### src/rtl/uart_pkg.sv
// Shared definitions for the UART transmit framer: state encoding, default
// start-of-frame value and the word byte-select helper.
package uart_pkg;

    typedef enum logic [2:0] {
        ST_IDLE,
        ST_FETCH,
        ST_LATCH,
        ST_SEND_SOF,
        ST_SEND_DATA,
        ST_SEND_CSUM,
        ST_GAP
    } state_t;

    localparam logic [7:0]  DEFAULT_SOF_BYTE = 8'hA5;
    localparam int unsigned MAX_WORD_BYTES   = 16;
    localparam int unsigned FULL_W           = 8 * MAX_WORD_BYTES;
    localparam int unsigned IDX_W            = 4;

    // Byte idx of an nbytes-wide word (zero-extended to FULL_W), counted from
    // the most-significant end when msb_first is set.
    function automatic logic [7:0] byte_select(
        input logic [FULL_W-1:0] word,
        input int unsigned       nbytes,
        input int unsigned       idx,
        input logic              msb_first
    );
        int unsigned pos;
        pos = msb_first ? (nbytes - 1 - idx) : idx;
        return word[8*pos +: 8];
    endfunction

endpackage

### src/rtl/uart_tx_framer.sv
// Pops words from a source FIFO and hands them byte-by-byte to a UART core,
// optionally framed by a start-of-frame byte and a trailing XOR checksum.
module uart_tx_framer
    import uart_pkg::*;
#(
    parameter int unsigned WORD_BYTES = 5,
    parameter bit          SOF_EN     = 1'b1,
    parameter logic [7:0]  SOF_BYTE   = DEFAULT_SOF_BYTE,
    parameter bit          CSUM_EN    = 1'b1,
    parameter bit          MSB_FIRST  = 1'b1
) (
    input  logic                      Clock,
    input  logic                      Reset,
    input  logic                      Fifo_Empty,
    input  logic [8*WORD_BYTES-1:0]   Fifo_Read_Data,
    output logic                      Fifo_Read_Enable,
    input  logic                      UART_TX_Ready,
    output logic                      UART_TX_Enable,
    output logic [7:0]                UART_TX_Data,
    output logic                      Busy,
    output logic                      Diag_Valid,
    output logic [15:0]               Frame_Count
);

    localparam int unsigned     WW       = 8 * WORD_BYTES;
    localparam logic [IDX_W-1:0] LAST_IDX = IDX_W'(WORD_BYTES - 1);

    state_t            state, state_nxt;
    state_t            resume, resume_nxt;
    logic [WW-1:0]     word_q, word_nxt;
    logic [7:0]        csum_q, csum_nxt;
    logic [7:0]        data_q, data_nxt;
    logic [IDX_W-1:0]  idx_q, idx_nxt;
    logic [15:0]       frame_cnt, frame_cnt_nxt;
    logic              fifo_re;
    logic              tx_en;
    logic              diag;
    logic              last_byte;

    always_ff @(posedge Clock or posedge Reset) begin
        if (Reset) begin
            state     <= ST_IDLE;
            resume    <= ST_IDLE;
            word_q    <= '0;
            csum_q    <= '0;
            data_q    <= '0;
            idx_q     <= '0;
            frame_cnt <= '0;
        end else begin
            state     <= state_nxt;
            resume    <= resume_nxt;
            word_q    <= word_nxt;
            csum_q    <= csum_nxt;
            data_q    <= data_nxt;
            idx_q     <= idx_nxt;
            frame_cnt <= frame_cnt_nxt;
        end
    end

    // The outgoing byte is registered one state ahead so it is already stable
    // when the strobe is allowed by Ready.
    always_comb begin
        state_nxt     = state;
        resume_nxt    = resume;
        word_nxt      = word_q;
        csum_nxt      = csum_q;
        data_nxt      = data_q;
        idx_nxt       = idx_q;
        frame_cnt_nxt = frame_cnt;
        fifo_re       = 1'b0;
        tx_en         = 1'b0;
        diag          = 1'b0;
        last_byte     = 1'b0;

        case (state)
            ST_IDLE: begin
                if (!Fifo_Empty) begin
                    fifo_re   = 1'b1;
                    state_nxt = ST_FETCH;
                end
            end

            ST_FETCH: state_nxt = ST_LATCH;

            ST_LATCH: begin
                word_nxt = Fifo_Read_Data;
                csum_nxt = '0;
                idx_nxt  = '0;
                if (SOF_EN) begin
                    data_nxt  = SOF_BYTE;
                    state_nxt = ST_SEND_SOF;
                end else begin
                    data_nxt  = byte_select(FULL_W'(Fifo_Read_Data), WORD_BYTES, 32'd0, MSB_FIRST);
                    state_nxt = ST_SEND_DATA;
                end
            end

            ST_SEND_SOF, ST_SEND_DATA, ST_SEND_CSUM: begin
                last_byte = (state == ST_SEND_CSUM) ||
                            ((state == ST_SEND_DATA) && (idx_q == LAST_IDX) && !CSUM_EN);
                if (UART_TX_Ready) begin
                    tx_en      = 1'b1;
                    resume_nxt = state;
                    state_nxt  = ST_GAP;
                    if (state == ST_SEND_DATA) begin
                        csum_nxt = csum_q ^ data_q;
                    end
                    if (last_byte) begin
                        diag          = 1'b1;
                        frame_cnt_nxt = frame_cnt + 16'd1;
                    end
                end
            end

            ST_GAP: begin
                case (resume)
                    ST_SEND_SOF: begin
                        data_nxt  = byte_select(FULL_W'(word_q), WORD_BYTES, 32'd0, MSB_FIRST);
                        state_nxt = ST_SEND_DATA;
                    end
                    ST_SEND_DATA: begin
                        if (idx_q != LAST_IDX) begin
                            idx_nxt   = idx_q + 1'b1;
                            data_nxt  = byte_select(FULL_W'(word_q), WORD_BYTES,
                                                    32'(idx_q) + 32'd1, MSB_FIRST);
                            state_nxt = ST_SEND_DATA;
                        end else if (CSUM_EN) begin
                            data_nxt  = csum_q;
                            state_nxt = ST_SEND_CSUM;
                        end else begin
                            state_nxt = ST_IDLE;
                        end
                    end
                    default: state_nxt = ST_IDLE;
                endcase
            end

            default: state_nxt = ST_IDLE;
        endcase
    end

    // Read strobe is gated by Reset so it drops in the same cycle reset rises.
    assign Fifo_Read_Enable = fifo_re & ~Reset;
    assign UART_TX_Enable   = tx_en;
    assign UART_TX_Data     = data_q;
    assign Busy             = (state != ST_IDLE);
    assign Diag_Valid       = diag;
    assign Frame_Count      = frame_cnt;

endmodule
### config.mk
export PLATFORM = sky130hd
export DESIGN_NAME = uart_tx_framer
export DESIGN_NICKNAME = d
export VERILOG_FILES = /design/src/rtl/uart_pkg.sv /design/src/rtl/uart_tx_framer.sv
export SDC_FILE = /design/constraint.sdc
export NUM_CORES = 1
export LEC_CHECK = 0
export ABC_CLOCK_PERIOD_IN_PS = 4000
export BUFFER_PORTS_ARGS = -buffer_cell sky130_fd_sc_hd__buf_2
export CAP_MARGIN = 20
export CORE_MARGIN = 2
export CORE_UTILIZATION = 40
export CTS_CLUSTER_SIZE = 30
export DETAILED_ROUTE_END_ITERATION = 7
export PLACE_DENSITY_LB_ADDON = 0.05
export SYNTH_ARGS = -nofsm -noshare
export SYNTH_HDL_FRONTEND = slang
export SYNTH_SLANG_ARGS = --single-unit
### constraint.sdc
create_clock -name Clock -period 4 [get_ports Clock]
set_clock_uncertainty 0.1 [all_clocks]
set_input_delay 0.2 -clock Clock [delete_from_list [all_inputs] [get_ports Clock]]
set_output_delay 0.2 -clock Clock [all_outputs]
set_load 0.005 [all_outputs]
# Yosys cells after proc, flatten, opt, wreduce, memory -nomap -nowiden
# Cells that the tools add are included.
dict set report op_classes {
  eq_ne 15
  add_sub_neg 4
  bitwise_logic 3
  mux 21
  reduce_logical 11
  shift 1
}
# op count
set op_table {}
lappend op_table {{128-bit by 33-bit variable part select with 8-bit output} 1}
lappend op_table {{8-bit case mux with 2 select lines} 3}
lappend op_table {{8-bit two-way mux} 3}
lappend op_table {{16-bit by 1-bit adder with 16-bit output (second input constant)} 1}
lappend op_table {{3-bit case mux with 5 select lines} 1}
lappend op_table {{3-bit equality test (second input constant)} 4}
lappend op_table {{2-bit != test (second input constant)} 5}
lappend op_table {{3-bit by 2-bit equality test with 1-bit output (second input constant)} 3}
lappend op_table {{3-bit AND reduction} 3}
lappend op_table {{1-bit two-way mux} 8}
lappend op_table {{4-bit two-way mux} 2}
lappend op_table {{4-bit case mux with 2 select lines} 1}
lappend op_table {{8-bit XOR} 1}
lappend op_table {{3-bit two-way mux} 2}
lappend op_table {{3-bit case mux with 2 select lines} 1}
lappend op_table {{2-bit AND reduction} 3}
lappend op_table {{3-bit by 5-bit subtractor with 6-bit output (first input constant)} 1}
lappend op_table {{4-bit by 1-bit adder with 5-bit output (second input constant)} 1}
lappend op_table {{4-bit by 1-bit adder with 4-bit output (second input constant)} 1}
lappend op_table {{4-bit by 3-bit != test with 1-bit output (second input constant)} 1}
lappend op_table {{2-bit nonzero test} 2}
lappend op_table {{3-bit by 1-bit equality test with 1-bit output (second input constant)} 1}
lappend op_table {{3-bit logical NOT} 1}
lappend op_table {{3-bit by 2-bit != test with 1-bit output (second input constant)} 1}
lappend op_table {{4 further kinds} 4}
dict set report totals {
  regBits 82
  wordCells 62
}

# Longest topological paths before layout
# Gate-level depths: netlist of run 1.
dict set report depth {
  word_depth 6
  ltp_mapped 10
}

# Worst setup path after synthesis of run 1
# OpenSTA, ideal clock, no wires.
dict set report synth_timing {
  path_type {register to register}
  from {register idx_q[0]}
  to {register data_q[0], in the netlist UART_TX_Data[0]}
  stages_incl_launch_ff 10
  setup_time_ns 0.088
  t_required_ns 3.812
  path_buffers 3
  setup_slack_ns 1.453
  t_arrival_ns 2.359
  synth_period_minus_slack_ns 2.547
  cell_sequence {dfrtp_1 -> clkbuf_1 -> clkbuf_1 -> inv_1 -> ha_1 -> and2_1 -> clkbuf_1 -> or3_4 -> or3_1 -> a41oi_1}
}
dict set report synth_via {
  elab_chain_cells 6
  elab_cells_between_ends 7
  classes_between {add/sub (2); eq/ne (1); shift (1); mux (3)}
}
# element line_no
set synth_lines {}
lappend synth_lines {{start, declared} uart_tx_framer.sv:33} ;# logic [IDX_W-1:0] idx_q, idx_nxt;
lappend synth_lines {{start signal, assigned} uart_tx_framer.sv:55} ;# idx_q <= idx_nxt;
lappend synth_lines {{4-bit by 1-bit adder with 5-bit output} uart_tx_framer.sv:125} ;# 32'(idx_q) + 32'd1, MSB_FIRST);
lappend synth_lines {{3-bit by 5-bit subtractor with 6-bit output} uart_pkg.sv:29} ;# pos = msb_first ? (nbytes - 1 - idx) : idx;
lappend synth_lines {{128-bit by 33-bit variable part select with 8-bit output} uart_pkg.sv:30} ;# return word[8*pos +: 8];
lappend synth_lines {{8-bit two-way mux *} uart_tx_framer.sv:122} ;# if (idx_q != LAST_IDX) begin
lappend synth_lines {{8-bit case mux with 2 select lines *} uart_tx_framer.sv:116} ;# case (resume)
lappend synth_lines {{8-bit case mux with 2 select lines *} uart_tx_framer.sv:75} ;# case (state)
lappend synth_lines {{end signal, assigned} uart_tx_framer.sv:54} ;# data_q <= data_nxt;
lappend synth_lines {{end, declared} uart_tx_framer.sv:32} ;# logic [7:0] data_q, data_nxt;
# Mark *: on every way between the ends. The rest lies on a longest branch, timed or not.
# A chain may end at the register's enable or synchronous reset.

# Final worst setup path of run 1
dict set report layout_timing {
  from {register idx_q[0]}
  to {register data_q[2], in the netlist UART_TX_Data[2]}
}
# The elaborated chain is that of the path after synthesis.

==> flow_summary.json, run 1 <==
{
  "insertion_delay_ps": 360,
  "syn_inst": 355,
  "detail-route-antenna-nets": 0,
  "mostFrequentLayoutCells": "82 x dfrtp_1, 71 x buf_2, 41 x mux2_2, 41 x dlygate4sd3_1, 28 x nand2_1",
  "synth_flop_cell": "dfrtp_1",
  "die_w_microns": 103.5,
  "period_needed_ps": 2579,
  "fin_cells": 597,
  "required_ps": 4170,
  "routed_via_density": 5.055,
  "crit_path_start_kind": "flip-flop",
  "mostFrequentLayoutCell": "dfrtp_1",
  "design.die.area_sq_um": 10710,
  "worstSetupEndpointType": "flip-flop",
  "min_path_cells": 4,
  "drt_wl_total_microns": 8680,
  "first_global_vias": 2938,
  "cts_tree": "yes",
  "core-area_sq_um": 9684,
  "reg2regPathDepth": 6,
  "wl_met3_microns": 325,
  "overflow": 0,
  "leakage_nw": 2.263,
  "syn_area_sq_um": 3959,
  "grt_max_degree": 61,
  "synth.area.top_cells": "dfrtp_1 52%, mux2_2 12%, xor2_1 3.1%",
  "synth-async-reset-ratio_pct": 100.0,
  "dr.first_iter.drc_count": 115,
  "synth_seq_cells": 82,
  "start_util_pct": 40.88,
  "grt_pass1_wl_microns": 14750,
  "p_per_area_nw_per_um2": 576.9,
  "path_clk_slew_ps": 90,
  "cts_buffer_depth": 2,
  "ys_types": 43,
  "crit_type": "reg -> reg",
  "ir_drop_v": 0.0002535,
  "cap_violations": 0,
  "synth_top_cell_by_area": "dfrtp_1",
  "place_inst": 539,
  "cts_made_buffers": 9,
  "num_antenna_cells": 0,
  "pin_count": 72,
  "gp_congestion": 0.7832,
  "seq_area_frac_synth_pct": 51.83,
  "clockRootBuffer": "clkbuf_8",
  "nets": 508,
  "grt.total_usage_pct": 17.95,
  "min_path_type": "in -> reg",
  "yosysTopAreaCellShare_pct": 51.83,
  "wire_per_inst_microns": 14.54,
  "placement_rows": 36,
  "slew_headroom_pct": 55.33,
  "final_max_slew_viol_count": 0,
  "post-dp-hpwl_microns": 5885,
  "finalCritPeriodShare_pct": 64.46,
  "area_delta_synth_final_pct": 28.60,
  "tightest_slew_ps": 666.0,
  "setup_tns_ps": 0,
  "io_buffers": 71,
  "drive_above_1_share_pct": 30.39,
  "fill_cells": 915,
  "synth_edf_count": 0,
  "synth_nets": 404,
  "die_y_microns": 103.5,
  "ys.warnings.count": 0,
  "syn_avg_cell_area_sq_um": 11.15,
  "rsz0062_at_grt": "false",
  "crit_fanout": 18,
  "dr.pass1.iters": 4,
  "drc_errors": 0,
  "vias": 3018,
  "postCtsSetupBuffers": 0,
  "status": "finished, final reports clean",
  "finalSetupViolCount": 0,
  "wl_met1_microns": 4087,
  "cts_num_sinks": 82,
  "cp.arrival_ps": 2740,
  "cts_max_level": 3,
  "antenna_found_initial": 0,
  "wl_met2_microns": 4177,
  "dr.max_layer_used": "met4",
  "fmax_mhz": 387.8,
  "hold_violations": 0
}
==> where the power goes <==
| part | internal (W) | switching, W |
|---|---|---|
| registers | 0.00112 | 0.000238 |
| clock network | 0.000389 | 0.000310 |
| logic | 0.000507 | 0.000377 |
==> per-layer routing <==
metal / vias to the layer above / global-route usage [%]
met5: - / 0
met4: 0 / 6.478
met3: 10 / 3.427
met2: 64 / 27.69
met1: 1489 / 25.31
li1: 1455 / -
==> sequential cells by signal (all words and copies together), names as in the netlist <==
| register | count |
|---|---|
| Frame_Count | 16 |
| csum_q | 8 |
| resume | 3 |
| word_q | 40 |
| UART_TX_Data | 8 |
| state | 3 |
| idx_q | 4 |
==> stage by stage <==
stage	utilization [%]	hold WS (ps)	cell area, sq um	setup slack [ps]	total power, W
floorplan	-	251.7	3959	1453	0.001971
global placement	45.68	331.9	4424	1464	0.002219
detailed placement	45.68	336.1	4424	1378	0.002242
CTS	52.26	0.7777	5061	1357	0.002982
global route	52.57	114.8	5091	1118	0.003153
finish	52.57	101.2	5091	1421	0.002937
==> kinds of logic after synthesis <==
group                    after synthesis  synth area share, %
buffers and inverters                 38                3.729
adder cells (fa/ha/maj)                5                1.580
flip-flops                            82                51.83
XOR/XNOR                              23                5.089
multiplexers                          54                16.21
AND/OR/NAND/NOR                       98                12.23
AO/OA/AOI/OAI                         55                9.324
==> final timing paths <==
check / start / slack [ps] / endpoint
worst max-delay path: idx_q[0] / 1420 / UART_TX_Data[2]
worst max register to register: idx_q[0] / 1420 / UART_TX_Data[2]
max in group asynchronous: Reset / 2650 / Frame_Count[5]
worst min-delay path: Fifo_Empty / 100 / state[0]
worst min register to register: Frame_Count[15] / 360 / Frame_Count[15]
min in group asynchronous: Reset / 240 / Frame_Count[4]
==> timing repair <==
action,in CTS,in global routing
gates resized for setup,0,0
hold buffers,40,1
hold endpoints to repair,40,18
==> Yosys cell counts, types with 2 or more instances <==
master and n:
dfrtp_1 82, mux2_2 41, nand2_1 28, nor2_1 24, clkbuf_1 16, a21oi_1 15
inv_1 14, xor2_1 14, o21ai_0 11, mux2i_1 9, xnor2_1 9, nand3_1 8
and3_1 6, nor3_1 6, or3_1 6, a31oi_1 5, ha_1 5, a221o_1 4
a41oi_1 4, buf_1 4, buf_2 4, mux4_2 4, nand2b_1 4, o41ai_1 4
and2_1 3, o2bb2ai_1 3, a22o_1 2, nand4_1 2, nor2b_1 2, nor3b_1 2
nor4_1 2
==> critical path, stage by stage (launching register included) <==
cell     delay (ps)
dfrtp_1         710
inv_1           100
ha_1            220
and2_1          350
or3_4           480
or3_1           350
a41oi_1         190
==> layout make-up <==
class	instances	area (sq um)	share of cell area [%]
Tap cell	133	166.4	3.269
Clock buffer	11	151.4	2.974
Sequential cell	82	2052	40.30
Inverter	14	53.80	1.057
Clock inverter	5	85.08	1.671
Multi-Input combinational cell	235	1767	34.70
Timing Repair Buffer	117	815.8	16.02
(Power assumes the default switching activity.)
==> inputs of run 2 (changes only) <==
--- a/config.mk
+++ b/config.mk
@@ -5,7 +5,7 @@
 export SDC_FILE = /design/constraint.sdc
 export NUM_CORES = 1
 export LEC_CHECK = 0
-export ABC_CLOCK_PERIOD_IN_PS = 4000
+export ABC_CLOCK_PERIOD_IN_PS = 2360
 export BUFFER_PORTS_ARGS = -buffer_cell sky130_fd_sc_hd__buf_2
 export CAP_MARGIN = 20
 export CORE_MARGIN = 2
==> constraint.sdc (replaced) <==
create_clock -name Clock -period 2.36 [get_ports Clock]
set_clock_uncertainty 0.1 [all_clocks]
set_input_delay 0.118 -clock Clock [delete_from_list [all_inputs] [get_ports Clock]]
set_output_delay 0.118 -clock Clock [all_outputs]
set_load 0.005 [all_outputs]
==> run 2 against run 1 <==
Net effect: hold slack lost 77 ps; maximum frequency grew 25%; register-to-register slack lost 1100 ps; combinational power grew 81%; core utilization grew 0.89 points; via count grew 2.3%; sequential cell count is the same; sequential share of layout area shrank 0.67 points; die area is the same; highest routed layer unchanged.
==> flow_summary.json, run 2 (synthesis results as in run 1) <==
{
  "gp_congestion": 0.8393,
  "antenna_found_initial": 0,
  "fmax_mhz": 486.1,
  "rsz0062_at_grt": "false",
  "hold_violations": 0,
  "largest_reg_flops": 40,
  "p_per_area_nw_per_um2": 969.1,
  "place_inst": 551,
  "leakage_nw": 2.314,
  "tightest_slew_ps": 524.1,
  "worst_hold_path.endpoint": "state[0]",
  "grt_pass1_wl_microns": 14840,
  "cpMaxStageDelayCell": "nor4_1",
  "cp.arrival_ps": 2220,
  "grt.total_usage_pct": 18.08,
  "r2r_setup_slack_ps": 300,
  "cts_tree": "yes",
  "dr.pass1.iters": 4,
  "period_needed_ps": 2057,
  "status": "finished, final reports clean",
  "required_ps": 2530,
  "post-dp-hpwl_microns": 6049,
  "grt_max_degree": 43,
  "num_antenna_cells": 0,
  "place_area_sq_um": 4539,
  "insertion_delay_ps": 350,
  "dr.max_layer_used": "met4",
  "nets": 519,
  "die_w_microns": 103.5,
  "cts_made_buffers": 9,
  "final_max_slew_viol_count": 0,
  "start_util_pct": 40.88,
  "wl_met2_microns": 4233,
  "r2r-start": "resume[0]",
  "rr_endpoint": "UART_TX_Data[2]",
  "cts.repair.resized": 0,
  "cts_max_level": 3,
  "finalInstanceArea_sq_um": 5177,
  "cts_num_sinks": 82,
  "crit_type": "reg -> reg",
  "max_stage_delay_ps": 470,
  "dr.first_iter.drc_count": 170,
  "die_y_microns": 103.5,
  "cap_violations": 0,
  "setup_tns_ps": 0,
  "routed_via_density": 5.076,
  "first_global_vias": 3033,
  "wl_met1_microns": 4271,
  "mostFrequentLayoutCells": "82 x dfrtp_1, 71 x buf_2, 41 x mux2_2, 41 x dlygate4sd3_1, 28 x nand2_1",
  "wire_per_inst_microns": 14.63,
  "critical_path.top_delay_family": "simple AND/OR/NAND/NOR gates",
  "finalSetupViolCount": 0,
  "ir_drop_v": 0.0004894,
  "overflow": 0,
  "wl_met3_microns": 295,
  "worstSetupEndpointType": "flip-flop",
  "drive_above_1_share_pct": 31.79,
  "crit_path_start_kind": "flip-flop",
  "min_path_cells": 4,
  "cell_internal_pwr_w": 0.003438,
  "cts_buffer_depth": 2,
  "fin_cells": 608,
  "vias": 3086,
  "io_buffers": 71,
  "slew_headroom_pct": 64.74,
  "detail-route-antenna-nets": 0,
  "drt_wl_total_microns": 8897,
  "drc_errors": 0,
  "seqPwrFrac_pct": 44.9,
  "area_delta_synth_final_pct": 30.78,
  "hp-start": "Fifo_Empty",
  "design.die.area_sq_um": 10710,
  "pin_count": 72,
  "crit_fanout": 15,
  "clockRootBuffer": "clkbuf_8",
  "p_clk_share_pct": 23.1,
  "finalCritPeriodShare_pct": 87.18,
  "worstPathCellList": "or3b_1, buf_4, nor4_1, nand2_1, a41oi_1",
  "switching_share_pct": 31.48,
  "min_path_type": "in -> reg",
  "switchingPower_w": 0.001580,
  "placement_rows": 36,
  "core-area_sq_um": 9684,
  "path_clk_slew_ps": 90,
  "mostFrequentLayoutCell": "dfrtp_1",
  "reg2regPathDepth": 5,
  "p_comb_share_pct": 31.9,
  "top_register": "word_q",
  "crit_buf_inv": 1
}
## run 2: cell count changes in the layout (fill, tap and decap cells not counted)
cell	change
clkinv_4	-1
clkinvlp_4	+1
inv_8	+1
buf_4	+10
inv_6	-1
clkbuf_8	-1
clkbuf_1	+1
buf_12	+1
## run 2: timing repair
action / in CTS / in global routing
hold endpoints to repair: 64 / 0
buffers inserted: 0 / 0
hold buffers: 41 / 0
## run 2: layout make-up
cell class                 count  area, sq um
clock inverter                 5        86.33
clock buffer                  11        141.4
inverter                      14        53.80
fill                         870         4507
multi-input combinational    235         1767
sequential                    82         2052
tap                          133        166.4
timing repair buffer         128        910.9
## run 2: power groups by stage
stage | sequential [W] | combinational, W | clock, W
CTS | 0.00226 | 0.00163 | 0.00120
finish | 0.00226 | 0.00160 | 0.00116
detailed placement | 0.00229 | 0.00157 | 0
global route | 0.00233 | 0.00178 | 0.00126
floorplan | 0.00213 | 0.00121 | 0
global placement | 0.00227 | 0.00155 | 0
## run 2: tightest hold or removal path: cells and delay by family
family                 cells  cell delay, ps
AOI/OAI and AO/OA          2             170
buffers and inverters      1              90
and+or+nand+nor            1              50
## run 2: metrics by stage
stage	power (W)	hold WS (ps)	setup slack (ps)	utilization, %
2_1_floorplan	0.003341	169.7	8.999	-
5_1_grt	0.005380	55.54	152.0	53.46
3_3_place_gp	0.003821	57.60	364.6	46.87
4_1_cts	0.005086	17.56	322.5	53.46
3_5_place_dp	0.003860	62.46	349.9	46.87
6_report	0.005017	24.50	302.7	53.46
## run 2: layer usage
metal | track usage, % | vias to the layer above
met5 | 0 | -
met4 | 6.073 | 0
met2 | 28.14 | 59
met1 | 25.64 | 1539
li1 | - | 1481
met3 | 3.226 | 7
## run 2: how the worst max path moves through the flow
stage	start	endpoint	cells past startpoint
floorplan	idx_q[0]	UART_TX_Data[2]	9
global placement	resume[0]	UART_TX_Data[0]	5
detailed placement	resume[0]	UART_TX_Data[0]	5
CTS	resume[0]	UART_TX_Data[0]	5
global route	idx_q[2]	UART_TX_Data[2]	6
finish	resume[0]	UART_TX_Data[2]	5
